`config.mk`:
```
export PLATFORM = sky130hd
export DESIGN_NAME = fetch_ctrl
export DESIGN_NICKNAME = d
export VERILOG_FILES = /design/src/rtl/fetch_ctrl.sv
export SDC_FILE = /design/constraint.sdc
export NUM_CORES = 1
export LEC_CHECK = 0
export BUFFER_PORTS_ARGS = -buffer_cell sky130_fd_sc_hd__buf_2
export CAP_MARGIN = 25
export CORE_AREA = 3 3 172 174
export CTS_CLUSTER_DIAMETER = 40
export DETAILED_ROUTE_END_ITERATION = 7
export DIE_AREA = 0 0 175 177
export GPL_ROUTABILITY_DRIVEN = 0
export HOLD_SLACK_MARGIN = 0.05
export PLACE_DENSITY_LB_ADDON = 0.12
export RECOVER_POWER = 25
export SETUP_SLACK_MARGIN = 0.2
export SYNTH_ARGS = -nofsm -noshare
export SYNTH_HDL_FRONTEND = slang
export SYNTH_SLANG_ARGS = --single-unit
```
`constraint.sdc`:
```
create_clock -name clk -period 11.12 [get_ports clk]
set_input_delay 1.112 -clock clk [delete_from_list [all_inputs] [get_ports clk]]
set_output_delay 1.112 -clock clk [all_outputs]
set_load 0.01 [all_outputs]
```
`src/rtl/fetch_ctrl.sv`:
```
// fetch_ctrl: fetch-stage sequencer between instruction memory and the IF/ID
// boundary. Owns the fetch PC, keeps at most one memory request outstanding,
// buffers returned words in a 2-entry {pc, instr} queue, honours decode stall
// and applies redirects, squashing any in-flight fetch.
//
// Ports:
//   clk, rst        - clock; synchronous active-high reset
//   imem_req/addr   - fetch request and its address (held until acknowledged)
//   imem_ack/rdata  - request accepted; instruction word valid the same cycle
//   redirect_valid  - one-cycle pulse: flush and restart at redirect_pc
//   redirect_pc     - new fetch address (low two bits ignored)
//   stall           - decode cannot accept the head entry this cycle
//   if_valid/instr/pc - head queue entry presented to decode (zero when empty)
module fetch_ctrl #(
    parameter int                ADDR_W   = 32,
    parameter logic [ADDR_W-1:0] RESET_PC = '0
) (
    input  logic              clk,
    input  logic              rst,
    output logic              imem_req,
    output logic [ADDR_W-1:0] imem_addr,
    input  logic              imem_ack,
    input  logic [31:0]       imem_rdata,
    input  logic              redirect_valid,
    input  logic [ADDR_W-1:0] redirect_pc,
    input  logic              stall,
    output logic              if_valid,
    output logic [31:0]       if_instr,
    output logic [ADDR_W-1:0] if_pc
);

    typedef enum logic [1:0] {S_IDLE, S_FETCH, S_FULL, S_SQUASH} state_e;

    state_e            state_q, state_d;
    logic [ADDR_W-1:0] fetch_pc_q, fetch_pc_d;
    // Address of the request being squashed; fetch_pc already holds the target.
    logic [ADDR_W-1:0] squash_addr_q, squash_addr_d;
    logic [1:0]        count_q, count_d;
    logic              head_q, head_d;
    logic [ADDR_W-1:0] pc_mem_q [2];
    logic [31:0]       instr_mem_q [2];

    logic              push, pop, pop_ok, flush, wr_idx;
    logic [ADDR_W-1:0] redir_target;

    assign redir_target = redirect_pc & ~ADDR_W'(3);
    assign wr_idx       = head_q ^ count_q[0];

    // NOTE: every signal driven here gets a default first so no path leaves it
    // unassigned; otherwise synthesis infers a latch.
    always_comb begin
        state_d       = state_q;
        fetch_pc_d    = fetch_pc_q;
        squash_addr_d = squash_addr_q;
        imem_req      = 1'b0;
        imem_addr     = fetch_pc_q;
        push          = 1'b0;
        flush         = 1'b0;
        pop_ok        = (count_q != 2'd0) && !stall;

        case (state_q)
            S_IDLE: begin
                // Redirects are ignored here: the reset vector wins.
                state_d = S_FETCH;
            end
            S_FETCH: begin
                imem_req = 1'b1;
                if (redirect_valid) begin
                    flush      = 1'b1;
                    fetch_pc_d = redir_target;
                    if (!imem_ack) begin
                        // Request must stay stable until acked; remember it.
                        state_d       = S_SQUASH;
                        squash_addr_d = fetch_pc_q;
                    end
                end else if (imem_ack) begin
                    push       = 1'b1;
                    fetch_pc_d = fetch_pc_q + ADDR_W'(4);
                end
            end
            S_FULL: begin
                if (redirect_valid) begin
                    flush      = 1'b1;
                    fetch_pc_d = redir_target;
                    state_d    = S_FETCH;
                end else if (pop_ok) begin
                    state_d = S_FETCH;
                end
            end
            S_SQUASH: begin
                imem_req  = 1'b1;
                imem_addr = squash_addr_q;
                if (redirect_valid) begin
                    flush      = 1'b1;
                    fetch_pc_d = redir_target;
                end
                // Stale word is dropped; the new address goes out next cycle.
                if (imem_ack) state_d = S_FETCH;
            end
            default: state_d = S_IDLE;
        endcase

        // A flush wipes the queue, so the head is not consumed that cycle.
        pop     = pop_ok && !flush;
        count_d = flush ? 2'd0 : count_q + 2'(push) - 2'(pop);
        head_d  = head_q ^ pop;

        if (state_q == S_FETCH && push && count_d == 2'd2) state_d = S_FULL;
    end

    // NOTE: state registers use non-blocking assignments so every flop samples
    // pre-edge values regardless of statement order.
    always_ff @(posedge clk) begin
        if (rst) begin
            state_q       <= S_IDLE;
            fetch_pc_q    <= RESET_PC;
            squash_addr_q <= RESET_PC;
            count_q       <= 2'd0;
            head_q        <= 1'b0;
        end else begin
            state_q       <= state_d;
            fetch_pc_q    <= fetch_pc_d;
            squash_addr_q <= squash_addr_d;
            count_q       <= count_d;
            head_q        <= head_d;
        end
    end

    // NOTE: queue storage has no reset; entries are only observed through
    // count_q, which is reset, so clearing the data would be wasted logic.
    always_ff @(posedge clk) begin
        if (push) begin
            pc_mem_q[wr_idx]    <= fetch_pc_q;
            instr_mem_q[wr_idx] <= imem_rdata;
        end
    end

    assign if_valid = (count_q != 2'd0);
    assign if_pc    = if_valid ? pc_mem_q[head_q]    : '0;
    assign if_instr = if_valid ? instr_mem_q[head_q] : '0;

endmodule

```
==> impl_metrics.json <==
{
  "status": "finished, final reports clean",
  "cts_tree": "built",
  "ys_seq_area_share_pct": 60.0,
  "clkTransAtPathRegs_ns": 0.07,
  "holdWs_ns": 0.451,
  "cp.arrival_ns": 2.32,
  "synthXorXnorAreaFrac_pct": 0.418,
  "die_h_um": 177,
  "worst_pin_slew_ns": 0.918,
  "crit_required_ns": 10.01,
  "synth_compound_area_share_pct": 9.03,
  "finalHoldViolations": 0,
  "clk_latency_ns": 0.44,
  "finalClockSkew_ns": 0.0138,
  "final_antenna_net_count": 0,
  "die_area_um2": 31000,
  "area_growth_pct": 20.5,
  "synth.area.top_cells": "edfxtp_1 44%, dfxtp_1 16%, mux2i_1 7.6%",
  "synth_fa_ha_area_share_pct": 0.448,
  "max_freq_mhz": 291,
  "cts_resized": 0,
  "drt_wl_total_um": 22600,
  "io-pin-count": 167,
  "synthMuxAreaShare_pct": 11.7,
  "maxCapViolations": 0,
  "antenna_found_initial": 0,
  "cp-end-kind": "output port",
  "synth.largest_area_cell": "edfxtp_1",
  "grt_pass1_vias": 6033,
  "clockBufferDepth": 2,
  "met3RoutedLength_um": 1160,
  "synth_cell_type_count": 56,
  "wire_per_inst_um": 17.7,
  "numCtsBuffers": 17,
  "worst-path-max-fanout": 48,
  "final.setup.worst_slack_ns": 7.69,
  "path_class": "reg -> out",
  "port_buffers": 160,
  "remaining_drc_errors": 0,
  "async_reset_ff_share_pct": 0,
  "leakagePower_uw": 0.00368,
  "postCtsSetupBuffers": 0,
  "coreArea_um2": 27900,
  "dp_hpwl_um": 14600,
  "synth_area_um2": 8380,
  "vias": 6092,
  "grt-ovfl-total": 0,
  "final_max_slew_viol_count": 0,
  "rsz0062_at_grt": "no",
  "ir_drop_v": 0.0000775,
  "die_w_um": 175,
  "start_util_pct": 30.0,
  "fin_util_pct": 36.1,
  "dr.max_layer_used": "met4",
  "post-route-period-util_pct": 30.9,
  "ctsHoldBuffers": 0,
  "insertedDiodeCount": 0,
  "first_pass_iters": 4,
  "syn_area_per_cell_um2": 11.2,
  "synth_ff_type": "edfxtp_1",
  "drive_gt1_share_pct": 26.9,
  "start_kind": "flip-flop",
  "nNetsFinal": 957,
  "relSlewSlack_pct": 38.8,
  "cts_sinks": 189,
  "syn_inst": 749,
  "h-tree-depth": 4,
  "setup_viol": 0,
  "period_minus_slack_ns": 3.43,
  "routedLengthMet1_um": 10700,
  "wl_met2_um": 10500,
  "post-place-ws_ns": 7.49,
  "vias_per_cell": 4.77,
  "ys_top_cells_by_count": "124 x edfxtp_1, 101 x nand2_1, 91 x nor2_1",
  "grt_pass1_wl_um": 35200,
  "synth_top_family_by_area": "simple AND/OR/NAND/NOR gates",
  "synth_most_common_cell": "edfxtp_1",
  "grt_start_max_net_pins": 69,
  "drt_iter0_drc": 308,
  "synth-seq-cells": 189,
  "power.total_uw": 1580,
  "grt_usage_pct": 14.6,
  "synth_top_area_share_pct": 44.4,
  "hold_class": "reg -> reg",
  "fin_setup_tns_ns": 0,
  "synth_edf_count": 124,
  "synth-simple-area-share_pct": 15.2,
  "yosysWarningCount": 0,
  "root_buffer": "clkbuf_16",
  "num_rows": 61,
  "power_density_nw_per_um2": 156
}
==> metrics by stage <==
| stage | cell area, µm² | cells |
|---|---|---|
| floorplan | 8390 | 752 |
| global placement | 9520 | 1244 |
| detailed placement | 9520 | 1244 |
| CTS | 10100 | 1276 |
| global route | 10100 | 1276 |
| finish | 10100 | 1276 |
==> cell type report <==
type                            instances  area, µm²
Inverter                                6       22.5
Fill cell                            2893      17800
Tap cell                              378        473
Sequential cell                       189       5030
Multi-Input combinational cell        501       3120
Timing Repair Buffer                  170        866
Clock buffer                           18        429
Clock inverter                         14        161
==> per-layer routing <==
layer	track usage, %	vias up
met3	3.78	13
li1	-	2993
met5	0	-
met4	2.86	0
met2	23.6	150
met1	20.0	2936
==> where the power goes <==
group	internal, µW	switching (µW)	total [µW]
clock	323	298	622
sequential	772	27.9	800
combinational	61.3	95.2	157
total	1160	422	1580
==> worst max-delay path: stages, from the launching register on <==
cell	delay [ns]
dfxtp_4	0.55
buf_4	0.78
mux2i_1	0.29
nor2_1	0.06
buf_2	0.18
==> worst paths after layout <==
path,start,endpoint,slack [ns],cells past startpoint
setup / recovery,head_q,if_pc[14],7.69,4
hold reg to reg,squash_addr_q[13],squash_addr_q[13],0.45,2
setup reg to reg,state_q[0],pc_mem_q[1][4],8.41,5
hold / removal,squash_addr_q[13],squash_addr_q[13],0.45,2
==> kinds of logic (layout without fill, tap and decap cells) <==
kind of cell	count (synthesis)	in the layout
xor gates and xnor gates	4	4
DFF	189	189
adders and majority gates	3	3
buffers and inverters	62	208
AOI/OAI and AO/OA	121	121
other	1	4
and+or+nand+nor	275	275
muxes	94	94
==> placed cells by master (no fill, tap or decap), types with 5 or more instances in the layout <==
| master | count |
|---|---|
| buf_2 | 152 |
| edfxtp_1 | 124 |
| nand2_1 | 101 |
| nor2_1 | 89 |
| mux2i_1 | 64 |
| dfxtp_1 | 64 |
| a21oi_1 | 48 |
| mux2_2 | 30 |
| o21ai_0 | 17 |
| clkbuf_16 | 17 |
| nor3_1 | 14 |
| nand3_1 | 13 |
| buf_4 | 10 |
| nand4_1 | 9 |
| clkbuf_1 | 9 |
| a31oi_1 | 8 |
| nor4_1 | 8 |
| and2_1 | 7 |
| inv_1 | 6 |
| a32oi_1 | 6 |
| and3_1 | 5 |
| a22oi_1 | 5 |
| a211oi_1 | 5 |
| o211ai_1 | 5 |
| inv_8 | 5 |
==> state kept, by name (all words and copies together) (netlist names) <==
name and cells:
instr_mem_q 64, pc_mem_q 60, fetch_pc_q 30, squash_addr_q 30, count_q 2, state_q 2, head_q 1
Note: power is estimated with default switching activity, not from simulation.
